### src/rtl/cpu_pkg.sv
// ----------------------------------------------------------------------------
// cpu_pkg
// Shared definitions for the instruction fetch front end:
//   - fetch_state_t : encoding of the fetch sequencer states
//   - NOOP          : instruction word placed in IR for a squashed slot
//   - opcode field positions, and the branch-offset / jump-target field widths
//     that follow from them
// ----------------------------------------------------------------------------
package cpu_pkg;

   typedef enum logic [1:0] {
      ST_BOOT   = 2'd0,   // first edge after reset release, no fetch yet
      ST_RUN    = 2'd1,   // one instruction issued into IR per cycle
      ST_STALL  = 2'd2,   // PC/IR frozen by the decode stage
      ST_SQUASH = 2'd3    // bubble following a redirect
   } fetch_state_t;

   localparam logic [31:0] NOOP = 32'h0000_0000;

   // Opcode occupies the top six bits of every instruction word.
   localparam int OPCODE_MSB = 31;
   localparam int OPCODE_LSB = 26;

   // Immediate fields carried alongside the instruction in IR.
   localparam int BR_OFF_W   = 16;
   localparam int JUMP_TGT_W = OPCODE_LSB;   // jump target fills everything below the opcode

endpackage : cpu_pkg

### src/rtl/next_pc_sel.sv
// ----------------------------------------------------------------------------
// next_pc_sel
// Purely combinational next-PC selection for the fetch unit.
// Computes the branch and jump targets relative to the instruction in IR and
// chooses between them and the sequential PC+1.
//
// Ports:
//   i_pc            current fetch address (word index)
//   i_irpc          address of the instruction held in IR
//   i_ir_valid      IR holds a real instruction; redirects are ignored otherwise
//   i_branch        IR instruction is a taken branch
//   i_branch_offset signed word offset of that branch
//   i_jump          IR instruction is a jump (wins over i_branch)
//   i_jump_target   absolute word target of that jump (low bits)
//   o_redirect      a redirect is being taken this cycle
//   o_next_pc       address to fetch next
// ----------------------------------------------------------------------------
module next_pc_sel
   import cpu_pkg::*;
#(
   parameter int DATA_WIDTH = 32
) (
   input  logic [DATA_WIDTH-1:0] i_pc,
   input  logic [DATA_WIDTH-1:0] i_irpc,
   input  logic                  i_ir_valid,
   input  logic                  i_branch,
   input  logic [BR_OFF_W-1:0]   i_branch_offset,
   input  logic                  i_jump,
   input  logic [JUMP_TGT_W-1:0] i_jump_target,
   output logic                  o_redirect,
   output logic [DATA_WIDTH-1:0] o_next_pc
);

   logic [DATA_WIDTH-1:0] w_seq_pc;
   logic [DATA_WIDTH-1:0] w_irpc_inc;
   logic [DATA_WIDTH-1:0] w_branch_tgt;
   logic [DATA_WIDTH-1:0] w_jump_tgt;

   assign w_seq_pc   = i_pc + DATA_WIDTH'(1);
   assign w_irpc_inc = i_irpc + DATA_WIDTH'(1);

   // Offset is relative to the slot after the branch; the sum wraps freely.
   assign w_branch_tgt = w_irpc_inc
                       + {{(DATA_WIDTH-BR_OFF_W){i_branch_offset[BR_OFF_W-1]}}, i_branch_offset};

   // Jump keeps the region bits of the following slot and replaces the rest.
   assign w_jump_tgt = {w_irpc_inc[DATA_WIDTH-1:JUMP_TGT_W], i_jump_target};

   // A squashed or empty IR cannot redirect, so stale Jump/Branch are harmless.
   assign o_redirect = i_ir_valid & (i_jump | i_branch);

   always_comb begin
      o_next_pc = w_seq_pc;
      if (o_redirect) begin
         o_next_pc = i_jump ? w_jump_tgt : w_branch_tgt;
      end
   end

endmodule : next_pc_sel

### src/rtl/fetch_unit.sv
// ----------------------------------------------------------------------------
// fetch_unit
// Single-issue instruction fetch stage with word addressing. Drives PC to
// instruction memory, registers the returned word into IR together with its
// address, and handles stalls and branch/jump redirects. A redirect squashes
// the in-flight fetch, leaving a one-cycle NOOP bubble in IR.
//
// Ports:
//   Clk          rising-edge clock
//   Reset_n      asynchronous active-low reset
//   Stall        hold PC, IR, IRPC, IRValid and FetchCount
//   Branch       instruction in IR is a taken branch
//   BranchOffset signed word offset for Branch
//   Jump         instruction in IR is a jump (priority over Branch)
//   JumpTarget   absolute word target for Jump
//   PC           fetch address to instruction memory
//   InstrIn      instruction word for PC (combinational memory read)
//   IR           registered instruction to decode
//   IRPC         address of the instruction in IR
//   IRValid      IR holds a real, non-squashed instruction
//   FetchCount   number of valid instructions issued into IR (wraps)
// ----------------------------------------------------------------------------
module fetch_unit
   import cpu_pkg::*;
#(
   parameter int                    DATA_WIDTH = 32,
   parameter logic [DATA_WIDTH-1:0] RESET_PC   = '0
) (
   input  logic                  Clk,
   input  logic                  Reset_n,
   input  logic                  Stall,
   input  logic                  Branch,
   input  logic [BR_OFF_W-1:0]   BranchOffset,
   input  logic                  Jump,
   input  logic [JUMP_TGT_W-1:0] JumpTarget,
   output logic [DATA_WIDTH-1:0] PC,
   input  logic [DATA_WIDTH-1:0] InstrIn,
   output logic [DATA_WIDTH-1:0] IR,
   output logic [DATA_WIDTH-1:0] IRPC,
   output logic                  IRValid,
   output logic [DATA_WIDTH-1:0] FetchCount
);

   fetch_state_t          r_state;
   logic [DATA_WIDTH-1:0] r_pc;
   logic [DATA_WIDTH-1:0] r_ir;
   logic [DATA_WIDTH-1:0] r_irpc;
   logic                  r_ir_valid;
   logic [DATA_WIDTH-1:0] r_fetch_count;

   logic                  w_redirect;
   logic [DATA_WIDTH-1:0] w_next_pc;

   next_pc_sel #(
      .DATA_WIDTH (DATA_WIDTH)
   ) u_next_pc_sel (
      .i_pc            (r_pc),
      .i_irpc          (r_irpc),
      .i_ir_valid      (r_ir_valid),
      .i_branch        (Branch),
      .i_branch_offset (BranchOffset),
      .i_jump          (Jump),
      .i_jump_target   (JumpTarget),
      .o_redirect      (w_redirect),
      .o_next_pc       (w_next_pc)
   );

   // NOTE: all state uses non-blocking assignments so every register samples
   // pre-edge values; blocking here would let r_irpc see the already-updated r_pc.
   always_ff @(posedge Clk or negedge Reset_n) begin
      if (!Reset_n) begin
         // Reset also wipes any pending stall or squash context.
         r_state       <= ST_BOOT;
         r_pc          <= RESET_PC;
         r_ir          <= DATA_WIDTH'(NOOP);
         r_irpc        <= '0;
         r_ir_valid    <= 1'b0;
         r_fetch_count <= '0;
      end else begin
         case (r_state)
            ST_BOOT: begin
               // Memory gets one full cycle to return the word at RESET_PC.
               r_state <= ST_RUN;
            end
            default: begin
               // Redirect beats Stall; Stall beats a sequential fetch.
               if (w_redirect) begin
                  r_pc       <= w_next_pc;
                  r_ir       <= DATA_WIDTH'(NOOP);
                  r_ir_valid <= 1'b0;
                  r_state    <= ST_SQUASH;
               end else if (Stall) begin
                  r_state <= ST_STALL;
               end else begin
                  r_ir          <= InstrIn;
                  r_irpc        <= r_pc;
                  r_ir_valid    <= 1'b1;
                  r_pc          <= w_next_pc;
                  r_fetch_count <= r_fetch_count + DATA_WIDTH'(1);
                  r_state       <= ST_RUN;
               end
            end
         endcase
      end
   end

   assign PC         = r_pc;
   assign IR         = r_ir;
   assign IRPC       = r_irpc;
   assign IRValid    = r_ir_valid;
   assign FetchCount = r_fetch_count;

endmodule : fetch_unit

### config.mk
export PLATFORM = sky130hd
export DESIGN_NAME = fetch_unit
export DESIGN_NICKNAME = d
export VERILOG_FILES = /design/src/rtl/cpu_pkg.sv /design/src/rtl/next_pc_sel.sv /design/src/rtl/fetch_unit.sv
export SDC_FILE = /design/constraint.sdc
export NUM_CORES = 1
export LEC_CHECK = 0
export CORE_ASPECT_RATIO = 2
export CORE_MARGIN = 3
export CORE_UTILIZATION = 41
export DETAILED_ROUTE_END_ITERATION = 16
export GPL_TIMING_DRIVEN = 0
export PLACE_DENSITY = 0.69
export SYNTH_ARGS = -nofsm -noshare
export SYNTH_HDL_FRONTEND = slang
export SYNTH_SLANG_ARGS = --single-unit
### constraint.sdc
create_clock -name Clk -period 3.95 [get_ports Clk]
set_clock_uncertainty 0.15 [all_clocks]
set_input_delay 0.5925 -clock Clk [delete_from_list [all_inputs] [get_ports Clk]]
set_output_delay 0.5925 -clock Clk [all_outputs]
set_load 0.005 [all_outputs]
==> flow_results.org <==
** Outcome
- Status :: complete, no violations

** Global routing
- Antenna violations before repair :: 0
- met2 is the most crowded layer.
- Pin count of the biggest net entering global routing :: 83
- Met2 Usage GRT :: between 50 and 60%
- M1 GR Usage :: 27.9%
- The first global-routing pass estimated 44,800 um of wire.
- Global-route track usage on met3 :: around 3.4%
- Global routing usage summed across all routing layers :: a little over a quarter
- For this run the aggregate overflow at the end of global routing stands at 0.
- The via count of the first global-routing pass was just over 8,000.

** Critical path
- Cell type of the slowest stage on the worst timing path :: dfrtp_2
- Cell repeated most along the worst path :: a21o_1
- STA classifies the critical path startpoint as a flop.
- Start-to-end type of the worst setup path :: flop to flop
- STA classifies the critical path endpoint as a flop.
- The cell family contributing the most delay on the critical path is compound AO/OA/AOI/OAI gates.
- Arrival time at the worst endpoint :: between 4 and 5 ns
- Together, buffers and inverters on the worst path number 1.
- On the worst path, the slowest cell contributes a delay of 0.39 ns.
- Critical-path cell list :: and4_4 -> and4_1 -> buf_6 -> and3_2 -> and3_4 -> nand3_1 -> xnor2_1 -> ha_1 -> a21o_1 -> a21o_1 -> a21o_1 -> a21oi_1 -> o22ai_1 -> o41ai_2 -> xor2_1 -> a211oi_1
- WP data required :: approximately 4.1 ns
- In this run the worst path has a maximum fanout of 8.

** Yosys
- In this run the biggest area consumer among cell types represents approximately 40% of the synthesized area.
- Counting every net in the synthesized netlist gives approximately 1,100.
- After synthesis, the netlist uses 62 different library cells.
- Most used standard cells in the synthesized netlist :: nand2_1 (173), dfrtp_1 (131), a21oi_1 (77)
- Number of flops mapped to enable cells by yosys :: 0
- dfrtp_1 takes more of the synthesized area than any other cell.
- Number of instances in the synthesized netlist :: 933
- After synthesis, flip-flops and latches occupy 40.3% of the total area.
- Top FF cell, synth :: dfrtp_1
- Each instance of the synthesized netlist takes up on average 8.72 um^2.
- Most frequent cell after synthesis :: nand2_1
- Yosys reg bits :: 131
- Biggest area contributors in the synthesized netlist :: dfrtp_1 (40%), nand2_1 (8.0%), ha_1 (6.0%)
- FFs w/ async S/R, synth :: 100%
- Number of synthesis warnings :: 0
- Netlist area before placement :: around 8000 um^2

** Flow run
- Across the run, the number of max-cap violations was 0.

** Clock tree
- In this run the deepest clock path goes through 2 buffers.
- CTS root buffer :: clkbuf_16
- The clock reaches the later pin of the worst-skew pair after between 0.4 and 0.5 ns.
- Max H-tree Level :: 4
- Clock Sink Count :: between 100 and 150
- TritonCTS clock tree :: built
- After clock tree synthesis, the clock-pin slew on the worst setup and hold paths is 0.06 ns.
- Number of buffers created by CTS :: 17

** Floorplan
- The total area inside the core boundary comes to roughly 19,000 um^2.
- Row generation in the floorplan step produced a little over 70 rows.
- In this run the horizontal extent of the chip is 106 um.
- Starting density of the core :: 41.8%
- The die covers between 20,000 and 25,000 um^2.
- For this design the top-level I/O count stands at between 200 and 250.
- Measured along the y axis, the die boundary spans approximately 210 um.

** Hold path
- The tightest min-delay check is of the flop to flop type.

** STA
- Count of endpoints failing setup in the final report :: 0
- The final critical path takes up a little over nine tenths of the cycle.
- Post-layout minimum cycle time :: approximately 3.9 ns
- The final-report hold violation count is 0.
- RSZ-0062 raised after global routing :: yes
- Slew at the pin with the worst max-slew slack :: approximately 1.0 ns
- Final Slew Violations :: 0
- Max Clk Rate :: around 0.26 GHz
- Max transition margin :: 32.5%

** Routing
- In the final routed layout, each cell accounts on average for 20.1 um.
- For this block, the initial DRC count from the detailed router was 497.
- After detailed routing, the number of remaining DRC violations is 0.
- Total length of routed wires :: about 29,000 um
- Drt first pass iters :: 5
- The detailed router placed roughly 8,000 vias in this run.
- The detail route stage leaves a number of antenna-violating nets equal to 0.
- Using the TritonRoute via totals, the vias-per-cell ratio works out to 5.62.

** Power
- Leakage :: between 4 and 5 nW
- Cell Pwr Density :: about 730 nW/um^2
- Total power of the final layout :: roughly 0.0083 W
- Maximum vdd ir drop :: approximately 0.00035 V

** Finish
- Inserted Diodes :: 0
- Post-layout net count :: about 1,300
- Of the cells placed in the final design, the portion with a size suffix greater than 1 is 8.26%.
- Relative to the synthesized area, the layout overhead comes to 39.8%.
- The finished cells cover between 10,000 and 15,000 um^2.

** Place
- The wire-length estimate of the detail-placed layout is approximately 22,000 um.
- Count of input and output buffers :: 206
- Total placed instance area :: between 10,000 and 15,000 um^2
- Routability-driven placement finished with a final weighted congestion of between 0.9 and 1.
metal layers:
layer / up-vias / share of wire, %
met1: 3932 / 36
met5: - / 0
met4: 0 / 5.1
met2: 290 / 55
li1: 3825 / -
met3: 76 / 4.4
stage by stage:
| step | cells | hold slack, ns | utilization [%] | TNS [ns] | setup slack [ns] |
|---|---|---|---|---|---|
| final | 1445 | 0.326 | 58.4 | 0 | 0.0929 |
| after global routing | 1445 | 0.357 | 58.4 | -0.0296 | -0.0198 |
| after CTS | 1431 | 0.336 | 57.5 | 0 | 0.0218 |
| after detailed placement | 1399 | 0.312 | 54.2 | -4.17 | -0.733 |
| after global placement | 1398 | 0.312 | 54.1 | -433.30 | -3.29 |
| after floorplan | 933 | 0.147 | - | 0 | 0.441 |
sequential cells by signal, indices dropped and copies added, names as in the netlist:
| register | count |
|---|---|
| PC | 32 |
| IRPC | 32 |
| IR | 32 |
| r_state | 2 |
| IRValid | 1 |
| FetchCount | 32 |
layout by cell type, fill, tap and decap left out, types with 4 or more instances in the layout:
cell	n
a211oi_1	8
a21o_1	11
a21oi_1	76
a22o_1	34
a31oi_1	8
and2_1	4
and3_1	13
and4_1	5
buf_1	12
buf_4	14
clkbuf_1	19
clkbuf_16	17
clkdlybuf4s50_1	204
clkinv_4	5
dfrtp_1	123
dfrtp_2	8
ha_1	34
ha_2	4
inv_1	18
inv_6	4
mux2i_1	6
nand2_1	173
nand2b_1	4
nand3_1	42
nand4_1	17
nor2_1	62
nor2b_1	4
nor3_1	11
o211ai_1	6
o21ai_0	35
o21ai_1	16
o21bai_1	6
o221ai_1	4
o22ai_1	13
o31ai_1	6
or3_1	4
xnor2_1	52
xor2_1	31
worst paths after layout:
| kind | startpoint | to | slack [ns] | depth (start not counted) |
|---|---|---|---|---|
| setup / recovery | IRPC[3] | PC[30] | 0.09 | 16 |
| hold / removal | FetchCount[31] | FetchCount[31] | 0.33 | 1 |
| setup reg to reg | IRPC[3] | PC[30] | 0.09 | 16 |
| hold reg to reg | FetchCount[31] | FetchCount[31] | 0.33 | 1 |
| max in group asynchronous | Reset_n | FetchCount[20] | 2.35 | 3 |
| min in group asynchronous | Reset_n | IR[18] | 0.52 | 2 |
cell families after synthesis:
logic type | share of synthesized area [%]
buffers and inverters | 2.82
DFF | 40.3
AOI/OAI and AO/OA | 19.5
and+or+nand+nor | 21.1
muxes | 0.738
adders and majority gates | 6.25
xor gates and xnor gates | 9.26
where the power goes:
| part | switching [W] | internal [W] | total, W | leakage [nW] |
|---|---|---|---|---|
| clock | 0.000675 | 0.000902 | 0.00158 | 0.286 |
| sequential | 0.000613 | 0.00180 | 0.00241 | 1.65 |
| combinational | 0.00222 | 0.00205 | 0.00427 | 3.02 |
repair_timing:
| item | in CTS | in global routing |
|---|---|---|
| setup endpoints to repair | 15 | 9 |
| buffers inserted | 0 | 14 |
| hold buffers | 1 | 0 |
| endpoints found under the hold margin | 49 | 0 |
| pin swaps | 3 | 5 |
| resized for setup | 18 | 18 |
area by class of cell:
cell class              instances  area [um^2]
flip-flops and latches        131         3290
clock buffers                  18          439
plain buffers                  36          154
multi-input cells             746         4740
inverters                      19         71.3
repair buffers                222         2210
fillers                      1810         8090
clock inverters                14          144
well taps                     259          324
Note: power is estimated with default switching activity, not from simulation.
==> variant 1: new RTL, same settings <==
`DATA_WIDTH` is set to 32 in 2 places; all go to 28.
--- a/src/rtl/next_pc_sel.sv
+++ b/src/rtl/next_pc_sel.sv
@@ -19,5 +19,5 @@
    import cpu_pkg::*;
 #(
-   parameter int DATA_WIDTH = 32
+   parameter int DATA_WIDTH = 28
 ) (
    input  logic [DATA_WIDTH-1:0] i_pc,
--- a/src/rtl/fetch_unit.sv
+++ b/src/rtl/fetch_unit.sv
@@ -24,5 +24,5 @@
    import cpu_pkg::*;
 #(
-   parameter int                    DATA_WIDTH = 32,
+   parameter int                    DATA_WIDTH = 28,
    parameter logic [DATA_WIDTH-1:0] RESET_PC   = '0
 ) (
Ports: changed (5 resized); port bits go from 208 to 188. The function was not compared with the original's and may differ.
==> variant 1 against the original RTL <==
- wire length down 13%
- die area is 11% lower
- worst setup slack gained 150 ps
- area after synthesis is 12% lower
- first-iteration DRC count shrank 11%
- critical path depth stayed put
- largest cell class unchanged
- cell area fell by 11%
- power down 8.1%
- largest power group unchanged
- sequential cell count decreased by 16
==> variant 1: results <==
metrics = {
    "routing": {
        "drt_iter0_markers": 444,
        "firstDrtPassIters": 6,
        "post_drt_via_cell_ratio": 5.792,
        "wl_per_cell_um": 20.02,
    },
    "power": {
        "comb_power_w": 0.00385,
        "vdd_drop_max_v": 0.0004026,
        "p_int_w": 0.004441,
        "share_comb_of_total_power_pct": 50.6,
        "total_leakage_power_nw": 4.317,
    },
    "global_route": {
        "grt_pass1_wl_mm": 38.45,
        "first_global_vias": 7268,
        "track_usage_pct": 25.77,
        "grt_max_degree": 73,
    },
    "synth": {
        "synth_nets": 927,
        "synth.area.top_cells": "dfrtp_1 40%, nand2_1 7.2%, xnor2_1 6.0%",
        "ys_ff_latch": 115,
        "ys_top_cells_by_count": "138 x nand2_1, 115 x dfrtp_1, 59 x o21ai_0",
        "ys_seq_area_share_pct": 40.11,
    },
    "timing": {
        "min_period_over_period_pct": 93.81,
        "worstMarginPinSlew_ps": 740.9,
    },
    "finish": {
        "buf_share_pct": 21.26,
        "clock_area_share_pct": 5.861,
        "nNetsFinal": 1145,
        "drive_gt1_share_pct": 7.545,
        "seq_share_pct": 28.62,
        "n_all_buffers": 235,
        "inverters_excl_clock": 14,
        "layout.comb_gates.multi_input": 653,
        "nFillCells": 1513,
        "clock_buffer_count": 20,
        "multi_input_area_share_pct": 41.16,
    },
    "placement": {
        "placed_area_um2": 9324,
        "gp_congestion": 0.9027,
        "io_buffer_count": 186,
        "post-place-ws_ps": -697.9,
        "hpwl_mm": 19.04,
    },
    "worst_setup_path": {
        "crit_start": "IRPC[2]$_DFFE_PN0P_",
        "cp_max_fo": 7,
        "r2r_start": "IRPC[2]$_DFFE_PN0P_",
        "rrSetupSlack_ps": 240,
        "slowest_delay_ps": 430,
        "crit_family": "simple AND/OR/NAND/NOR gates",
        "crit_end": "PC[23]$_DFFE_PN0P_",
        "critPathArrivalTime_ps": 3830,
    },
    "clock_network": {
        "clkLatencyLatePin_ps": 420,
        "clk_pin_slew_ps": 60,
        "htree_levels": 4,
        "cts_max_path_buffers": 2,
        "post_cts_resized": 8,
        "cts_made_buffers": 17,
    },
    "min_path": {
        "hp-start": "FetchCount[27]$_DFFE_PN0P_",
        "worstHoldEndpoint": "FetchCount[27]$_DFFE_PN0P_",
    },
    "run_status": {
        "status": "finished, final reports clean",
    },
    "floorplan": {
        "row_count": 67,
    },
}
## variant 1: kinds of logic (layout without fill, tap and decap cells)
kind of cell	Yosys count	count (layout)	synth area share, %
DFF	115	115	40.11
xor gates and xnor gates	71	71	8.668
buffers and inverters	50	279	2.947
adders and majority gates	34	34	6.034
AOI/OAI and AO/OA	224	224	20.39
and+or+nand+nor	319	319	21.15
muxes	5	5	0.6976
## variant 1: layer usage
layer	up-vias	track usage, %	wire [um]
li1	3409	-	-
met1	3448	27.82	8751
met2	315	46.58	13350
met3	91	4.609	1553
met4	0	14.83	1445
met5	-	0	0
## variant 1: metrics by stage
step                      std cells  hold WS [ps]  TNS (ps)  util [%]
final                          1254         333.9         0     59.50
after global routing           1254         354.9         0     59.50
after CTS                      1243         343.9    -91.68     58.76
after detailed placement       1212         337.1     -4770     55.06
after global placement         1211         315.0   -278210     54.89
after floorplan                 818         146.9         0         -
==> variant 2: new RTL, same flow settings <==
Without the edit above. The 4 states of `fetch_state_t` get a one-hot encoding in 4 bits.
--- a/src/rtl/cpu_pkg.sv
+++ b/src/rtl/cpu_pkg.sv
@@ -9,9 +9,9 @@
 package cpu_pkg;
 
-   typedef enum logic [1:0] {
-      ST_BOOT   = 2'd0,   // first edge after reset release, no fetch yet
-      ST_RUN    = 2'd1,   // one instruction issued into IR per cycle
-      ST_STALL  = 2'd2,   // PC/IR frozen by the decode stage
-      ST_SQUASH = 2'd3    // bubble following a redirect
+   typedef enum logic [3:0] {
+      ST_BOOT   = 4'b0001,   // first edge after reset release, no fetch yet
+      ST_RUN    = 4'b0010,   // one instruction issued into IR per cycle
+      ST_STALL  = 4'b0100,   // PC/IR frozen by the decode stage
+      ST_SQUASH = 4'b1000    // bubble following a redirect
    } fetch_state_t;
 
Formal check against the unedited RTL: same outputs for any inputs over 4 cycles, from zero or initial values and one cycle with Reset_n low; so few cycles prove little.
==> variant 2 against the original RTL <==
- the flow now finishes with violations (hold timing, setup timing)
- wire length rose by 4.9%
- worst setup slack got worse by 230 ps
- area after synthesis rose by 0.92%
- power rose by 6.5%
- clock power rose by 15%
- sequential cell count rose by 2
- cell area rose by 4.4%
- critical path type unchanged
- largest power group unchanged
==> variant 2: results <==
metrics = {
    "run_status": {
        "status": "complete, but fails checks",
        "violations": "hold timing, setup timing",
    },
    "worst_setup_path": {
        "crit_slowest_cell": "dfrtp_1",
        "critPathArrivalTime_ps": 4260,
        "slowest_delay_ps": 430,
        "crit_family": "simple AND/OR/NAND/NOR gates",
        "cp_max_fo": 4,
    },
    "placement": {
        "gp_congestion": 0.9043,
        "hpwl_mm": 22.38,
        "post-place-ws_ps": -949.9,
        "placed_area_um2": 10620,
        "placed_cells": 1412,
    },
    "synth": {
        "ys_top_cells_by_count": "168 x nand2_1, 132 x dfrtp_1, 68 x a21oi_1",
        "synth_compound_area_share_pct": 19.44,
        "synthCells": 946,
        "ys_seq_area_share_pct": 40.56,
        "synth_adder_area_share_pct": 6.189,
        "synthMuxAreaShare_pct": 0.6250,
        "synth_xor_area_share_pct": 9.070,
        "ys_types": 64,
        "ys_ff_latch": 133,
        "synth_nets": 1065,
    },
    "timing": {
        "worstMarginPinSlew_ps": 972.8,
        "final.setup.worst_slack_ps": -140.2,
        "fin_setup_tns_ps": -140.2,
        "finalSetupViolations": 1,
        "hold-worst-slack_ps": -1.324,
        "hold_viol": 1,
    },
    "global_route": {
        "use_met1_pct": 27.49,
        "first_global_vias": 8749,
        "use_met3_pct": 4.689,
        "grt_use_met2_pct": 52.33,
        "grt_max_degree": 69,
        "track_usage_pct": 27.76,
        "grt_pass1_wl_mm": 46.46,
    },
    "power": {
        "total_leakage_power_nw": 5.148,
        "vdd_drop_max_v": 0.0003606,
    },
    "routing": {
        "firstDrtPassIters": 6,
        "met1_length_mm": 10.53,
        "wl_per_cell_um": 20.52,
        "wl_met2_mm": 16.58,
        "post_drt_via_cell_ratio": 5.672,
        "dr_wl_met3_mm": 1.378,
        "drt_iter0_markers": 480,
    },
    "min_path": {
        "hold_class": "in2async",
    },
    "finish": {
        "final_cells": 1481,
        "nNetsFinal": 1328,
        "drive_gt1_share_pct": 11.46,
    },
}
==> variant 2: cell types whose count changed after synthesis, moves of 8 or more <==
cell,change
a21oi_1,-9
and3_1,+8
clkbuf_1,+15
o21ai_1,-14
o21ai_0,+23
==> variant 2: timing repair <==
action | in CTS | in global routing
hold buffers | 0 | 0
setup buffers | 33 | 7
resized for setup | 50 | 25
endpoints found under the setup margin | 13 | 10
pin swaps | 25 | 9
gates cloned | 1 | 0
==> variant 2: worst paths after layout <==
check	to	depth (start not counted)	slack (ps)	startpoint
setup reg to reg	PC[31]$_DFFE_PN0P_	20	-140	IRPC[0]$_DFFE_PN0P_
hold / removal	IR[11]$_DFFE_PN0P_	1	-1	Reset_n
hold reg to reg	FetchCount[31]$_DFFE_PN0P_	1	330	FetchCount[31]$_DFFE_PN0P_
max in group asynchronous	IRPC[14]$_DFFE_PN0P_	2	2800	Reset_n
min in group Clk	FetchCount[31]$_DFFE_PN0P_	1	330	FetchCount[31]$_DFFE_PN0P_
setup / recovery	PC[31]$_DFFE_PN0P_	20	-140	IRPC[0]$_DFFE_PN0P_
==> variant 2: final cells by class <==
| class | instances | area [um^2] |
|---|---|---|
| plain buffers | 42 | 192.7 |
| flip-flops and latches | 133 | 3338 |
| inverters | 14 | 52.55 |
| clock buffers | 18 | 439.2 |
| repair buffers | 248 | 2425 |
| well taps | 259 | 324.1 |
| multi-input cells | 753 | 4875 |
| fillers | 1729 | 7680 |
| clock inverters | 14 | 222.7 |
==> variant 2: report_power, final <==
part	switching, W	internal, W
combinational	0.00234	0.00221
sequential	0.000601	0.00183
clock	0.000669	0.00114
total	0.00361	0.00518
